**src/rtl/vram_access_arbiter_if.sv**
```systemverilog
// Signal bundle between the VRAM arbiter and its clients / the VRAM port.
// slave = arbiter side, master = requesters plus the VRAM array.
interface vram_access_arbiter_if #(
    parameter int VRAM_ADDR_WIDTH  = 14,
    parameter int VRAM_DATA_WIDTH  = 8,
    parameter int WFIFO_DEPTH_LOG2 = 2
);
    logic                         bkg_en;
    logic [VRAM_ADDR_WIDTH-1:0]   bkg_addr;
    logic [VRAM_DATA_WIDTH-1:0]   bkg_rdata;
    logic                         bkg_rvalid;

    logic                         spr_req;
    logic [VRAM_ADDR_WIDTH-1:0]   spr_addr;
    logic                         spr_grant;
    logic [VRAM_DATA_WIDTH-1:0]   spr_rdata;
    logic                         spr_rvalid;

    logic                         s_valid;
    logic [VRAM_ADDR_WIDTH-1:0]   s_addr;
    logic [VRAM_DATA_WIDTH-1:0]   s_data;
    logic                         s_ready;

    logic                         mem_en;
    logic                         mem_we;
    logic [VRAM_ADDR_WIDTH-1:0]   mem_addr;
    logic [VRAM_DATA_WIDTH-1:0]   mem_wdata;
    logic [VRAM_DATA_WIDTH-1:0]   mem_rdata;

    logic [WFIFO_DEPTH_LOG2:0]    wfifo_level;

    modport slave (
        input  bkg_en, bkg_addr, spr_req, spr_addr, s_valid, s_addr, s_data, mem_rdata,
        output bkg_rdata, bkg_rvalid, spr_grant, spr_rdata, spr_rvalid, s_ready,
        output mem_en, mem_we, mem_addr, mem_wdata, wfifo_level
    );

    modport master (
        output bkg_en, bkg_addr, spr_req, spr_addr, s_valid, s_addr, s_data, mem_rdata,
        input  bkg_rdata, bkg_rvalid, spr_grant, spr_rdata, spr_rvalid, s_ready,
        input  mem_en, mem_we, mem_addr, mem_wdata, wfifo_level
    );
endinterface

```
**src/rtl/vram_access_arbiter.sv**
```systemverilog
// Single-port VRAM arbiter: background reads always win, buffered bus writes
// and sprite reads share the remaining cycles with an anti-starvation counter.
module vram_access_arbiter #(
    parameter int VRAM_ADDR_WIDTH  = 14,
    parameter int VRAM_DATA_WIDTH  = 8,
    parameter int WFIFO_DEPTH_LOG2 = 2,
    parameter int WRITE_MAX_WAIT   = 15
) (
    input  logic                   clk,
    input  logic                   aresetn,
    vram_access_arbiter_if.slave   bus
);
    localparam int DEPTH = 1 << WFIFO_DEPTH_LOG2;
    localparam int LVLW  = WFIFO_DEPTH_LOG2 + 1;
    localparam int WCW   = (WRITE_MAX_WAIT < 1) ? 1 : $clog2(WRITE_MAX_WAIT + 1);

    typedef enum logic [1:0] {TAG_NONE, TAG_BKG, TAG_SPR} rd_tag_e;
    typedef enum logic [1:0] {SEL_IDLE, SEL_BKG, SEL_WR, SEL_SPR} sel_e;

    logic [VRAM_ADDR_WIDTH-1:0]  fifo_addr_q [DEPTH];
    logic [VRAM_DATA_WIDTH-1:0]  fifo_data_q [DEPTH];
    logic [WFIFO_DEPTH_LOG2-1:0] wr_ptr_q, wr_ptr_d;
    logic [WFIFO_DEPTH_LOG2-1:0] rd_ptr_q, rd_ptr_d;
    logic [LVLW-1:0]             level_q, level_d;
    logic [WCW-1:0]              wait_cnt_q, wait_cnt_d;
    rd_tag_e                     rd_tag_q, rd_tag_d;
    sel_e                        sel;
    logic                        fifo_ne, wait_full, push, pop;

    // s_ready depends only on registered level, so s_valid never loops back into it.
    assign bus.s_ready     = (level_q != LVLW'(DEPTH));
    assign bus.wfifo_level = level_q;
    assign bus.bkg_rdata   = bus.mem_rdata;
    assign bus.spr_rdata   = bus.mem_rdata;
    assign bus.bkg_rvalid  = (rd_tag_q == TAG_BKG);
    assign bus.spr_rvalid  = (rd_tag_q == TAG_SPR);
    assign bus.spr_grant   = (sel == SEL_SPR);
    assign bus.mem_en      = (sel != SEL_IDLE);
    assign bus.mem_we      = (sel == SEL_WR);
    assign bus.mem_wdata   = fifo_data_q[rd_ptr_q];

    always_comb begin
        fifo_ne   = (level_q != '0);
        wait_full = (wait_cnt_q == WCW'(WRITE_MAX_WAIT));
        if (bus.bkg_en)               sel = SEL_BKG;
        else if (fifo_ne && wait_full) sel = SEL_WR;
        else if (bus.spr_req)          sel = SEL_SPR;
        else if (fifo_ne)              sel = SEL_WR;
        else                           sel = SEL_IDLE;
    end

    always_comb begin
        bus.mem_addr = '0;
        rd_tag_d     = TAG_NONE;
        case (sel)
            SEL_BKG: begin
                bus.mem_addr = bus.bkg_addr;
                rd_tag_d     = TAG_BKG;
            end
            SEL_SPR: begin
                bus.mem_addr = bus.spr_addr;
                rd_tag_d     = TAG_SPR;
            end
            SEL_WR:  bus.mem_addr = fifo_addr_q[rd_ptr_q];
            default: ;
        endcase
    end

    always_comb begin
        push     = bus.s_valid && bus.s_ready;
        pop      = (sel == SEL_WR);
        wr_ptr_d = wr_ptr_q;
        rd_ptr_d = rd_ptr_q;
        if (push) wr_ptr_d = wr_ptr_q + 1'b1;
        if (pop)  rd_ptr_d = rd_ptr_q + 1'b1;
        level_d = level_q + LVLW'(push) - LVLW'(pop);
        // Counter only measures how long the current head has been passed over.
        if (!fifo_ne || pop)  wait_cnt_d = '0;
        else if (!wait_full)  wait_cnt_d = wait_cnt_q + 1'b1;
        else                  wait_cnt_d = wait_cnt_q;
    end

    always_ff @(posedge clk) begin
        if (push) begin
            fifo_addr_q[wr_ptr_q] <= bus.s_addr;
            fifo_data_q[wr_ptr_q] <= bus.s_data;
        end
    end

    always_ff @(posedge clk or negedge aresetn) begin
        if (!aresetn) begin
            wr_ptr_q   <= '0;
            rd_ptr_q   <= '0;
            level_q    <= '0;
            wait_cnt_q <= '0;
            rd_tag_q   <= TAG_NONE;
        end else begin
            wr_ptr_q   <= wr_ptr_d;
            rd_ptr_q   <= rd_ptr_d;
            level_q    <= level_d;
            wait_cnt_q <= wait_cnt_d;
            rd_tag_q   <= rd_tag_d;
        end
    end
endmodule

```
**src/flat_wrapper.sv**
```systemverilog
// flat-port wrapper written by rule: the top's interface ports become plain ports
module vram_access_arbiter_flat 
#(
    parameter int VRAM_ADDR_WIDTH  = 14,
    parameter int VRAM_DATA_WIDTH  = 8,
    parameter int WFIFO_DEPTH_LOG2 = 2,
    parameter int WRITE_MAX_WAIT   = 15
)
  (clk, aresetn, bus_bkg_en, bus_bkg_addr, bus_spr_req, bus_spr_addr, bus_s_valid, bus_s_addr, bus_s_data, bus_mem_rdata, bus_bkg_rdata, bus_bkg_rvalid, bus_spr_grant, bus_spr_rdata, bus_spr_rvalid, bus_s_ready, bus_mem_en, bus_mem_we, bus_mem_addr, bus_mem_wdata, bus_wfifo_level);
  vram_access_arbiter_if #(.VRAM_ADDR_WIDTH(VRAM_ADDR_WIDTH), .VRAM_DATA_WIDTH(VRAM_DATA_WIDTH), .WFIFO_DEPTH_LOG2(WFIFO_DEPTH_LOG2)) bus_i ();
  input  logic clk;
  input  logic aresetn;
  input wire logic [$bits(bus_i.bkg_en)-1:0] bus_bkg_en;
  input wire logic [$bits(bus_i.bkg_addr)-1:0] bus_bkg_addr;
  input wire logic [$bits(bus_i.spr_req)-1:0] bus_spr_req;
  input wire logic [$bits(bus_i.spr_addr)-1:0] bus_spr_addr;
  input wire logic [$bits(bus_i.s_valid)-1:0] bus_s_valid;
  input wire logic [$bits(bus_i.s_addr)-1:0] bus_s_addr;
  input wire logic [$bits(bus_i.s_data)-1:0] bus_s_data;
  input wire logic [$bits(bus_i.mem_rdata)-1:0] bus_mem_rdata;
  output wire logic [$bits(bus_i.bkg_rdata)-1:0] bus_bkg_rdata;
  output wire logic [$bits(bus_i.bkg_rvalid)-1:0] bus_bkg_rvalid;
  output wire logic [$bits(bus_i.spr_grant)-1:0] bus_spr_grant;
  output wire logic [$bits(bus_i.spr_rdata)-1:0] bus_spr_rdata;
  output wire logic [$bits(bus_i.spr_rvalid)-1:0] bus_spr_rvalid;
  output wire logic [$bits(bus_i.s_ready)-1:0] bus_s_ready;
  output wire logic [$bits(bus_i.mem_en)-1:0] bus_mem_en;
  output wire logic [$bits(bus_i.mem_we)-1:0] bus_mem_we;
  output wire logic [$bits(bus_i.mem_addr)-1:0] bus_mem_addr;
  output wire logic [$bits(bus_i.mem_wdata)-1:0] bus_mem_wdata;
  output wire logic [$bits(bus_i.wfifo_level)-1:0] bus_wfifo_level;
  assign bus_i.bkg_en = bus_bkg_en;
  assign bus_i.bkg_addr = bus_bkg_addr;
  assign bus_i.spr_req = bus_spr_req;
  assign bus_i.spr_addr = bus_spr_addr;
  assign bus_i.s_valid = bus_s_valid;
  assign bus_i.s_addr = bus_s_addr;
  assign bus_i.s_data = bus_s_data;
  assign bus_i.mem_rdata = bus_mem_rdata;
  assign bus_bkg_rdata = bus_i.bkg_rdata;
  assign bus_bkg_rvalid = bus_i.bkg_rvalid;
  assign bus_spr_grant = bus_i.spr_grant;
  assign bus_spr_rdata = bus_i.spr_rdata;
  assign bus_spr_rvalid = bus_i.spr_rvalid;
  assign bus_s_ready = bus_i.s_ready;
  assign bus_mem_en = bus_i.mem_en;
  assign bus_mem_we = bus_i.mem_we;
  assign bus_mem_addr = bus_i.mem_addr;
  assign bus_mem_wdata = bus_i.mem_wdata;
  assign bus_wfifo_level = bus_i.wfifo_level;
  vram_access_arbiter #(.VRAM_ADDR_WIDTH(VRAM_ADDR_WIDTH), .VRAM_DATA_WIDTH(VRAM_DATA_WIDTH), .WFIFO_DEPTH_LOG2(WFIFO_DEPTH_LOG2), .WRITE_MAX_WAIT(WRITE_MAX_WAIT)) u_core (.clk(clk), .aresetn(aresetn), .bus(bus_i));
endmodule
```
**config.mk**
```make
export PLATFORM = sky130hd
export DESIGN_NAME = vram_access_arbiter_flat
export DESIGN_NICKNAME = d
export VERILOG_FILES = /design/src/rtl/vram_access_arbiter_if.sv /design/src/rtl/vram_access_arbiter.sv /design/src/flat_wrapper.sv
export SDC_FILE = /design/constraint.sdc
export NUM_CORES = 1
export LEC_CHECK = 0
export ABC_CLOCK_PERIOD_IN_PS = 3000
export BUFFER_PORTS_ARGS = -buffer_cell sky130_fd_sc_hd__clkbuf_2
export CAP_MARGIN = 25
export CORE_UTILIZATION = 50
export CTS_BUF_LIST = sky130_fd_sc_hd__clkbuf_8
export DETAILED_ROUTE_END_ITERATION = 10
export GPL_ROUTABILITY_DRIVEN = 0
export GPL_TIMING_DRIVEN = 0
export MAX_ROUTING_LAYER = met4
export PLACE_DENSITY_LB_ADDON = 0.15
export SKIP_CTS_REPAIR_TIMING = 1
export SYNTH_ARGS = -nofsm -noshare
export SYNTH_HDL_FRONTEND = slang
export SYNTH_SLANG_ARGS = --single-unit
```
**constraint.sdc**
```tcl
create_clock -name clk -period 3 [get_ports clk]
set_input_delay 0.75 -clock clk [delete_from_list [all_inputs] [get_ports clk]]
set_output_delay 0.75 -clock clk [all_outputs]
set_load 0.005 [all_outputs]
```
Word level (Yosys, flattened, before mapping):

Memory sizes are Yosys's and may differ from the RTL's.
Cells that the tools add are included.

* logic and storage cells: 36
* memories: 2
* output and inout port bits: 47
* memory bits (writable): 88
* register bits after elaboration: 13
* input port bits: 63

* equal/unequal tests: 8
* reductions and logical operators: 6
* mux-type cells: 10
* $add $sub $neg: 5

Memories
* u_core.fifo_addr_q: depth 4, bits a word 14, read ports 1, clocked after Yosys merged registers in 0, wr ports 1, RTL line vram_access_arbiter.sv:20 `logic [VRAM_ADDR_WIDTH-1:0] fifo_addr_q [DEPTH];`
* u_core.fifo_data_q: depth 4, bits a word 8, read ports 1, clocked after Yosys merged registers in 0, wr ports 1, RTL line vram_access_arbiter.sv:21 `logic [VRAM_DATA_WIDTH-1:0] fifo_data_q [DEPTH];`

Operators with widths (count)
* $pmux 14 s3: 1
* $mux 2: 4
* $mux 4: 2
* $eq 2x2->1 const B: 3
* $add 2x1->2 const B: 2
* $add 4x1->4 const B: 1
* $eq 2x1->1 const B: 2
* $eq 4x4->1 const B: 1
* $pmux 2 s2: 1
* $add 3x1->3: 1
* $ne 3x3->1 const B: 1
* $reduce_bool 3->1: 1
* $sub 3x1->3: 1
* $logic_and 1x1->1: 2
* $mux 1: 2
* $ne 2x2->1 const B: 1
* $reduce_bool 2->1: 1
* $logic_not 1->1: 1
* $logic_or 1x1->1: 1

Depth between registers and ports, before layout:

Gate-level depths: netlist of run 1.

* depth in word-level cells: 8
* mapped depth: 10
* gate-level depth less buffers: 9

Worst setup path before layout of run 1:

No wires, ideal clock.

* path kind: register -> register
* start point: register u_core.wait_cnt_q[0]
* end point: register u_core.level_q[2] (netlist: u_core.bus.wfifo_level[2])
* clock period less this slack: 2458 ps
* path buffers: 1
* stages on the path, launching flop included: 11
* slack: 542 ps
* arrival: 2335 ps
* setup time: 123 ps
* path through: dfrtp_1 ha_1 nand3_4 a211oi_2 buf_6 ha_1 inv_1 ha_1 fa_1 xnor2_1 xnor2_1

* word-level cells in the longest chain between the ends: 6

Ends and longest elaborated chain
* start, declared: RTL line vram_access_arbiter.sv:25 `logic [WCW-1:0] wait_cnt_q, wait_cnt_d;`
* start signal, assigned: RTL line vram_access_arbiter.sv:101 `wait_cnt_q <= wait_cnt_d;`
* $eq 4x4->1: RTL line vram_access_arbiter.sv:44 `wait_full = (wait_cnt_q == WCW'(WRITE_MAX_WAIT));`
* $logic_and 1x1->1: RTL line vram_access_arbiter.sv:46 `else if (fifo_ne && wait_full) sel = SEL_WR;`
* $mux 2: RTL line vram_access_arbiter.sv:46
* $mux 2: RTL line vram_access_arbiter.sv:45 `if (bus.bkg_en) sel = SEL_BKG;`
* $eq 2x2->1
* net bus_mem_we: RTL line flat_wrapper.sv:28 `output wire logic [$bits(bus_i.mem_we)-1:0] bus_mem_we;`
* $sub 3x1->3: RTL line vram_access_arbiter.sv:76 `level_d = level_q + LVLW'(push) - LVLW'(pop);`
* net u_core.level_d[2]: RTL line vram_access_arbiter.sv:24 `logic [LVLW-1:0] level_q, level_d;`
* end signal, assigned: RTL line vram_access_arbiter.sv:100 `level_q <= level_d;`
* end, declared: RTL line vram_access_arbiter.sv:24

The timed path passes the listed nets, and every way through them passes these cells.
A chain may end at the register's enable or synchronous reset.

Final worst setup path of run 1:

* start point: register u_core.level_q[1] (netlist: u_core.bus.wfifo_level[1])
* end point: output bus_mem_addr[7]

* word-level cells in the longest chain between the ends: 7

Ends and longest elaborated chain
* $reduce_bool 3->1 *: RTL line vram_access_arbiter.sv:43 `fifo_ne = (level_q != '0);`
* $mux 2: RTL line vram_access_arbiter.sv:48 `else if (fifo_ne) sel = SEL_WR;`
* $mux 2: RTL line vram_access_arbiter.sv:47 `else if (bus.spr_req) sel = SEL_SPR;`
* $mux 2 *: RTL line vram_access_arbiter.sv:46
* $mux 2 *: RTL line vram_access_arbiter.sv:45
* $eq 2x2->1 or $eq 2x1->1 (tied branches): RTL line vram_access_arbiter.sv:55 `case (sel)`
* $pmux 14 s3 *: RTL line vram_access_arbiter.sv:55
* end, declared: RTL line flat_wrapper.sv:29 `output wire logic [$bits(bus_i.mem_addr)-1:0] bus_mem_addr;`

Every way passes the cells marked *; elsewhere a longest branch is shown, timed or not.

==> results.json, run 1 <==
{
  "cts.clk_slew.worst_paths_ns": 0.09,
  "synth.distinct_cells": 35,
  "peakVddDrop_mv": 0.362,
  "syn_area_mm2": 0.00436,
  "initial_core_util_pct": 52.3,
  "drc": 0,
  "p_per_area_mw_per_mm2": 799,
  "via_count": 2486,
  "netSwitchingFraction_pct": 29.3,
  "synthCells": 233,
  "yosys_warnings": 0,
  "yosys.area.top_type_share_pct": 60.6,
  "rows": 33,
  "p_clk_share_pct": 19.7,
  "critPathSlowestCell": "nor3_2",
  "cts_sinks": 101,
  "slew_headroom_pct": 60.3,
  "cts_buffers": 9,
  "syn_nets": 304,
  "clockBufferDepth": 2,
  "synthArstFlopShare_pct": 12.9,
  "synth_area_leaders": "edfxtp_1, dfrtp_1, mux4_2, mux4_1, a221o_1",
  "crit_path_start_kind": "flop",
  "hp-class": "in2async",
  "critPathKind": "reg2out",
  "cts_tree": "yes",
  "p_leak_nw": 2.10,
  "fin_skew_ns": 0.00659,
  "dp.cells": 443,
  "layout.nets": 422,
  "ant_nets": 0,
  "drive_gt1_share_pct": 45.8,
  "grt_pass1_wl_um": 11700,
  "syn2layout_area_growth_pct": 22.3,
  "fin_cells": 461,
  "critPathMaxStageDelay_ns": 0.49,
  "critical_path.max_fanout": 11,
  "synth-seq-cells": 101,
  "track_usage_pct": 18.7,
  "port-buffer-count": 101,
  "worstSetupEndpointType": "output port",
  "dieArea_mm2": 0.00910,
  "max_freq_ghz": 0.346,
  "antenna_found_initial": 1,
  "worst_pin_slew_ns": 0.595,
  "comb_power_share_pct": 33.3,
  "top_level_ports": 110,
  "fp.dieW_um": 95.4,
  "first_pass_iters": 4,
  "wl_um": 7760,
  "intPower_mw": 3.01,
  "worstPathArrival_ns": 2.14,
  "grt_max_degree": 18,
  "grt.overflow.total": 0,
  "yosysTopAreaCell": "edfxtp_1",
  "switchingPower_mw": 1.25,
  "timing.final.crit_share_pct": 96.3,
  "fp.coreArea_mm2": 0.00834,
  "cap_violations": 0,
  "whs_ns": 0.285,
  "required_ns": 2.25,
  "root_buffer": "clkbuf_8",
  "routed_via_density": 5.39,
  "outcome": "complete, no violations",
  "wl_per_cell_um": 16.8,
  "rsz0062_at_grt": "no",
  "place_ws_ns": 0.156,
  "fin_ws_ns": 0.111,
  "period_needed_ns": 2.89,
  "setup_violations": 0,
  "clkLatencyLatePin_ns": 0.35,
  "htree_levels": 3,
  "ys_seq_area_share_pct": 68.1,
  "grt_pass1_vias": 2340,
  "power_frac_seq_pct": 47.0,
  "synth-edff-count": 88,
  "n_antenna_cell": 0,
  "die_h_um": 95.4,
  "fin_tns_setup_ns": 0,
  "yosys_most_used_dff": "edfxtp_1",
  "syn_area_per_cell_um2": 18.7,
  "synth_commonest_cells": "edfxtp_1, and2_1, buf_4",
  "final_max_slew_viol_count": 0,
  "finalPower_mw": 4.26,
  "synth.most_common_cell": "edfxtp_1",
  "drt_iter0_markers": 157,
  "cp_cell_sequence": "nor3_2, a211oi_4, buf_4, buf_6, a221o_1, clkbuf_2",
  "hpwl_um": 5570,
  "final_hold_viol_count": 0
}
cell type report:
| type | instances | area [um2] |
|---|---|---|
| timing repair buffer | 107 | 631 |
| buffer | 26 | 201 |
| tap | 105 | 131 |
| multi-input combinational | 99 | 1180 |
| sequential | 101 | 2970 |
| clock inverter | 7 | 73.8 |
| clock buffer | 9 | 124 |
| inverter | 7 | 26.3 |
| fill | 605 | 3010 |
cells by family after synthesis:
kind of cell,after synthesis,synth area share (%)
AO/OA/AOI/OAI,27,5.54
XOR/XNOR,7,1.41
adder cells (fa/ha/maj),8,2.47
buffers and inverters,33,5.19
flip-flops,101,68.1
multiplexers,23,12.5
AND/OR/NAND/NOR,34,4.85
power groups by stage:
stage	Sequential, mW	Combinational (mW)	Clock, mW
6_report	2.00	1.42	0.840
3_3_place_gp	2.03	1.31	0
3_5_place_dp	2.04	1.43	0
5_1_grt	2.03	1.56	0.923
4_1_cts	2.00	1.44	0.863
2_1_floorplan	2.00	0.918	0
flip-flops by register name, summed over array words and instances, names as in the netlist:
| register | count |
|---|---|
| u_core.fifo_addr_q | 56 |
| u_core.wr_ptr_q | 2 |
| u_core.rd_ptr_q | 2 |
| u_core.rd_tag_q | 2 |
| u_core.fifo_data_q | 32 |
| u_core.bus.wfifo_level | 3 |
| u_core.wait_cnt_q | 4 |
worst max-delay path, delay by kind of cell, from the launching register on:
kind | cells | cell delay, ns
compound gates | 2 | 0.39
buf+inv | 3 | 0.46
flops | 1 | 0.44
simple gates | 1 | 0.49
stage by stage:
stage	cell area, um2	util (%)
final	5330	63.9
after global routing	5330	63.9
after CTS	5310	63.6
after detailed placement	5110	61.2
after global placement	5000	59.9
after floorplan	4360	-
path summary, 6_finish.rpt:
check	from	to	slack [ns]	depth (start not counted)
hold / removal	aresetn	u_core.bus.wfifo_level[2]	0.28	1
min in group clk	u_core.wait_cnt_q[3]	u_core.wait_cnt_q[3]	0.58	1
hold reg to reg	u_core.wait_cnt_q[3]	u_core.wait_cnt_q[3]	0.58	1
max in group asynchronous	aresetn	u_core.wait_cnt_q[3]	2.46	1
setup reg to reg	u_core.bus.wfifo_level[1]	u_core.bus.wfifo_level[2]	0.38	10
setup / recovery	u_core.bus.wfifo_level[1]	bus_mem_addr[7]	0.11	6
routing by layer:
layer / vias up / share of wire [%] / GRT usage, %
met5: - / 0 / -
met3: 7 / 5.8 / 2.95
li1: 1156 / - / -
met4: 0 / 1.4 / 7.21
met1: 1230 / 42 / 24.1
met2: 93 / 50 / 30.2
cells in the final DEF (no fill, tap or decap), types with 2 or more instances in the layout:
cell type   instances
clkbuf_2          102
edfxtp_1           88
mux4_1             10
buf_4              19
ha_1                6
clkbuf_1            3
nand2_1             4
xnor2_1             5
inv_1               7
clkbuf_8            9
nor2b_1             2
clkinvlp_4          3
or3_1               2
a2111oi_0           2
buf_6               3
and2_1             18
buf_16              4
inv_6               2
xor2_1              2
a221o_1            14
nor2_1              2
mux4_2             12
dfrtp_1            13
nand3_1             2
a21oi_1             4
No activity file was read; power rests on OpenSTA's default activity.
==> run 2: changes to the inputs <==
ABC_CLOCK_PERIOD_IN_PS = 2600   (was 3000)
SKIP_CTS_REPAIR_TIMING = not set   (was 1)
clock period = 2.6 ns   (was 3 ns; I/O delays follow)
==> results.json, run 2 (synthesis gave the netlist of run 1 again) <==
{
  "slew_headroom_pct": 63.8,
  "worstPathArrival_ns": 1.93,
  "routed_via_density": 5.33,
  "fin_skew_ns": 0.00634,
  "p_per_area_mw_per_mm2": 935,
  "cts_sinks": 101,
  "fin_cells": 465,
  "period_needed_ns": 2.58,
  "grt_max_degree": 18,
  "crit_buf_inv": 3,
  "drive_gt1_share_pct": 47.2,
  "hold_buffers": 0,
  "port-buffer-count": 101,
  "outcome": "complete, no violations",
  "root_buffer": "clkbuf_8",
  "cp_cell_sequence": "buf_6, clkbuf_16, mux4_2, a221o_1, clkbuf_2",
  "critical_path.max_fanout": 6,
  "final_max_slew_viol_count": 0,
  "dieArea_mm2": 0.00910,
  "antenna_found_initial": 1,
  "hp-class": "in2async",
  "final_common_cell": "clkbuf_2",
  "largest_reg_flops": 56,
  "cts_tree": "yes",
  "top_level_ports": 110,
  "finalInstanceArea_mm2": 0.00542,
  "initial_core_util_pct": 52.3,
  "cap_violations": 0,
  "grt_pass1_wl_um": 11900,
  "critPathSlowestCell": "mux4_2",
  "dp.cells": 443,
  "ant_nets": 0,
  "clockBufferDepth": 2,
  "required_ns": 1.95,
  "timing.final.crit_share_pct": 99.4,
  "htree_levels": 3,
  "hpwl_um": 5570,
  "grt_pass1_vias": 2382,
  "rows": 33,
  "track_usage_pct": 18.9,
  "reg.largest.list": "u_core.fifo_addr_q: 56 flops, u_core.fifo_data_q: 32 flops, u_core.wait_cnt_q: 4 flops",
  "via_count": 2477,
  "setup_violations": 0,
  "n_antenna_cell": 0,
  "grt.overflow.total": 0,
  "fillers": 597,
  "wl_per_cell_um": 17.3,
  "cts_buffers": 9,
  "layout.nets": 426,
  "postPlaceCellArea_mm2": 0.00511,
  "cp_top_family": "multiplexers",
  "worstSetupEndpointType": "output port",
  "drt_iter0_markers": 161,
  "syn2layout_area_growth_pct": 24.4,
  "peakVddDrop_mv": 0.430,
  "final_hold_viol_count": 0,
  "p_leak_nw": 2.14,
  "fp.coreArea_mm2": 0.00834,
  "critPathMaxStageDelay_ns": 0.50,
  "fp.dieW_um": 95.4,
  "crit_path_start_kind": "flop",
  "clkLatencyLatePin_ns": 0.35,
  "drc": 0,
  "critPathKind": "reg2out",
  "worst_pin_slew_ns": 0.530,
  "top_register": "u_core.fifo_addr_q",
  "final_cell_mix": "clkbuf_2, edfxtp_1, buf_4",
  "first_pass_iters": 4,
  "wl_um": 8030,
  "rsz0062_at_grt": "yes",
  "max_freq_ghz": 0.387,
  "die_h_um": 95.4,
  "cts.clk_slew.worst_paths_ns": 0.09
}
-- run 2: cell types whose count changed in the layout (fill, tap and decap cells not counted), sizes merged --
cell,previous run,this run
clkbuf,114,115
buf,28,31
-- run 2: worst paths after layout --
path / startpoint / to / slack [ns] / cells after the start
max in group asynchronous: aresetn / u_core.bus.wfifo_level[1] / 2.15 / 1
worst min register to register: u_core.wait_cnt_q[3] / u_core.wait_cnt_q[3] / 0.59 / 1
worst max register to register: u_core.wait_cnt_q[1] / u_core.bus.wfifo_level[2] / 0.20 / 10
worst max-delay path: u_core.rd_ptr_q[0] / bus_mem_addr[5] / 0.02 / 5
worst min-delay path: aresetn / u_core.bus.wfifo_level[2] / 0.18 / 1
min in group clk: bus_s_data[0] / u_core.fifo_data_q[1][0] / 0.51 / 1
-- run 2: report_power, final --
group | total (mW) | internal, mW | switching, mW | leakage (nW)
registers | 2.32 | 2.16 | 0.166 | 0.963
clock network | 0.971 | 0.448 | 0.522 | 0.0899
logic | 1.78 | 0.971 | 0.809 | 1.09
-- run 2: per-stage QoR --
step / total power [mW] / util (%) / hold slack (ns) / setup TNS, ns / worst slack [ns]
after floorplan: 3.37 / - / 0.354 / 0 / 0.142
after global placement: 3.86 / 59.9 / 0.550 / -0.936 / -0.232
after detailed placement: 4.00 / 61.2 / 0.570 / -0.370 / -0.232
after CTS: 5.06 / 64.5 / 0.184 / -0.0179 / -0.0152
after global routing: 5.36 / 65.0 / 0.192 / -0.517 / -0.0629
final: 5.07 / 65.0 / 0.184 / 0 / 0.0150
-- run 2: cell type report --
cell class	instances	area, um2	share of cell area [%]
flip-flops and latches	101	2970	54.8
multi-input cells	99	1200	22.2
repair buffers	111	682	12.6
plain buffers	26	215	3.97
well taps	105	131	2.42
clock buffers	9	124	2.28
clock inverters	7	73.8	1.36
inverters	7	26.3	0.485
-- run 2: routing by layer --
metal / wire length (um) / vias up / share of wire (%) / track usage, %
li1: - / 1164 / - / -
met1: 3460 / 1216 / 43 / 24.2
met2: 4060 / 90 / 51 / 30.6
met3: 405 / 7 / 5.0 / 2.95
met4: 106 / 0 / 1.3 / 7.46
met5: 0 / - / 0 / -
-- run 2: repair_timing --
action | in CTS | in global routing
cloned | 0 | 1
pin swaps | 12 | 1
setup buffers | 4 | 1
endpoints found under the setup margin | 18 | 15
resized for setup | 10 | 3
==> run 3: changes to the inputs <==
CORE_MARGIN = 2   (was not set)
==> results.json, run 3 (synthesis gave the netlist of run 1 again) <==
{
  "peakVddDrop_mv": 0.611,
  "critPathMaxStageDelay_ns": 0.52,
  "root_buffer": "clkbuf_8",
  "cts_tree": "yes",
  "hp-class": "in2async",
  "htree_levels": 3,
  "syn2layout_area_growth_pct": 24.7,
  "layout.nets": 428,
  "top_level_ports": 110,
  "rows": 34,
  "grt_pass1_vias": 2527,
  "p_leak_nw": 2.16,
  "critPathKind": "reg2out",
  "hpwl_um": 5650,
  "hold_buffers": 0,
  "final_hold_viol_count": 0,
  "clkLatencyLatePin_ns": 0.35,
  "cap_violations": 0,
  "cp_top_family": "multiplexers",
  "drc": 0,
  "routed_via_density": 5.25,
  "crit_buf_inv": 3,
  "n_antenna_cell": 0,
  "timing.final.crit_share_pct": 99.7,
  "initial_core_util_pct": 50.7,
  "worstPathArrival_ns": 1.94,
  "fp.dieW_um": 97.4,
  "cts.clk_slew.worst_paths_ns": 0.10,
  "grt.overflow.total": 0,
  "via_count": 2468,
  "dieArea_mm2": 0.00948,
  "period_needed_ns": 2.59,
  "antenna_found_initial": 0,
  "setup_violations": 0,
  "reg2reg_slack_ns": 0.28,
  "die_h_um": 97.4,
  "cts_buffers": 9,
  "grt_pass1_wl_um": 13200,
  "postPlaceCellArea_mm2": 0.00510,
  "outcome": "complete, no violations",
  "port-buffer-count": 101,
  "ant_nets": 0,
  "first_pass_iters": 4,
  "whs_ns": 0.185,
  "final_cell_mix": "clkbuf_2, edfxtp_1, buf_4",
  "critPathSlowestCell": "mux4_2",
  "rsz0062_at_grt": "yes",
  "largest_reg_flops": 56,
  "final_max_slew_viol_count": 0,
  "cts_sinks": 101,
  "drt_iter0_markers": 193,
  "fp.coreArea_mm2": 0.00859,
  "cp_cell_sequence": "buf_6, buf_12, mux4_2, a221o_1, clkbuf_2",
  "worstSetupEndpointType": "output port",
  "wl_per_cell_um": 17.4,
  "critical_path.max_fanout": 6,
  "finalInstanceArea_mm2": 0.00544,
  "crit_path_start_kind": "flop",
  "final_common_cell": "clkbuf_2",
  "max_freq_ghz": 0.386,
  "reg.largest.list": "u_core.fifo_addr_q: 56 flops, u_core.fifo_data_q: 32 flops, u_core.wait_cnt_q: 4 flops",
  "track_usage_pct": 19.0,
  "top_register": "u_core.fifo_addr_q",
  "required_ns": 1.95,
  "drive_gt1_share_pct": 48.1,
  "slew_headroom_pct": 49.2,
  "clockBufferDepth": 2,
  "wl_um": 8180,
  "worst_pin_slew_ns": 0.762,
  "fin_skew_ns": 0.00895,
  "p_per_area_mw_per_mm2": 941,
  "grt_max_degree": 19
}
-- run 3: changes by cell type in the layout (fill, tap and decap cells not counted), moves of 2 or more --
cell        before  now
buf_4           20   22
clkbuf_4         0    2
clkinvlp_4       3    0
inv_6            2    4
-- run 3: timing repair --
action / CTS / global route
resized for setup: 13 / 4
setup endpoints to repair: 18 / 18
pin swaps: 13 / 2
setup buffers: 6 / 1
gates cloned: 1 / 0
-- run 3: path summary, 6_finish.rpt --
path	start	to	cells past startpoint
worst max-delay path	u_core.rd_ptr_q[0]	bus_mem_addr[6]	5
worst min-delay path	aresetn	u_core.rd_tag_q[1]	1
worst max register to register	u_core.wait_cnt_q[1]	u_core.bus.wfifo_level[2]	10
worst min register to register	u_core.wait_cnt_q[3]	u_core.wait_cnt_q[3]	1
max in group asynchronous	aresetn	u_core.bus.wfifo_level[1]	1
min in group clk	bus_s_addr[9]	u_core.fifo_addr_q[1][9]	1
-- run 3: per-layer routing --
| metal | global-route usage (%) | vias up | wire [um] | share of wire (%) |
|---|---|---|---|---|
| met1 | 25.5 | 1194 | 3540 | 43 |
| met2 | 29.6 | 90 | 4060 | 50 |
| met3 | 3.60 | 10 | 484 | 5.9 |
| li1 | - | 1174 | - | - |
| met4 | 6.52 | 0 | 106 | 1.3 |
| met5 | - | - | 0 | 0 |
-- run 3: area by class of cell --
type | instances | area, um2
Buffer | 26 | 220
Timing Repair Buffer | 113 | 687
Clock buffer | 9 | 124
Multi-Input combinational cell | 99 | 1200
Tap cell | 108 | 135
Fill cell | 624 | 3160
Clock inverter | 7 | 78.8
Sequential cell | 101 | 2970
Inverter | 7 | 26.3
-- run 3: power by group --
group | switching [mW] | internal [mW] | leakage, nW
sequential | 0.170 | 2.16 | 0.963
clock | 0.538 | 0.459 | 0.105
combinational | 0.802 | 0.988 | 1.09
total | 1.51 | 3.60 | 2.16
-- run 3: through the flow --
step	worst slack (ns)	power [mW]	cells	utilization, %	TNS (ns)
3_5_place_dp	-0.253	4.00	446	59.3	-0.714
3_3_place_gp	-0.220	3.87	442	58.2	-4.54
6_report	0.00903	5.11	470	63.3	0
2_1_floorplan	0.142	3.37	233	-	0
4_1_cts	-0.0292	5.17	469	63.1	-0.124
5_1_grt	-0.0605	5.43	470	63.3	-0.576
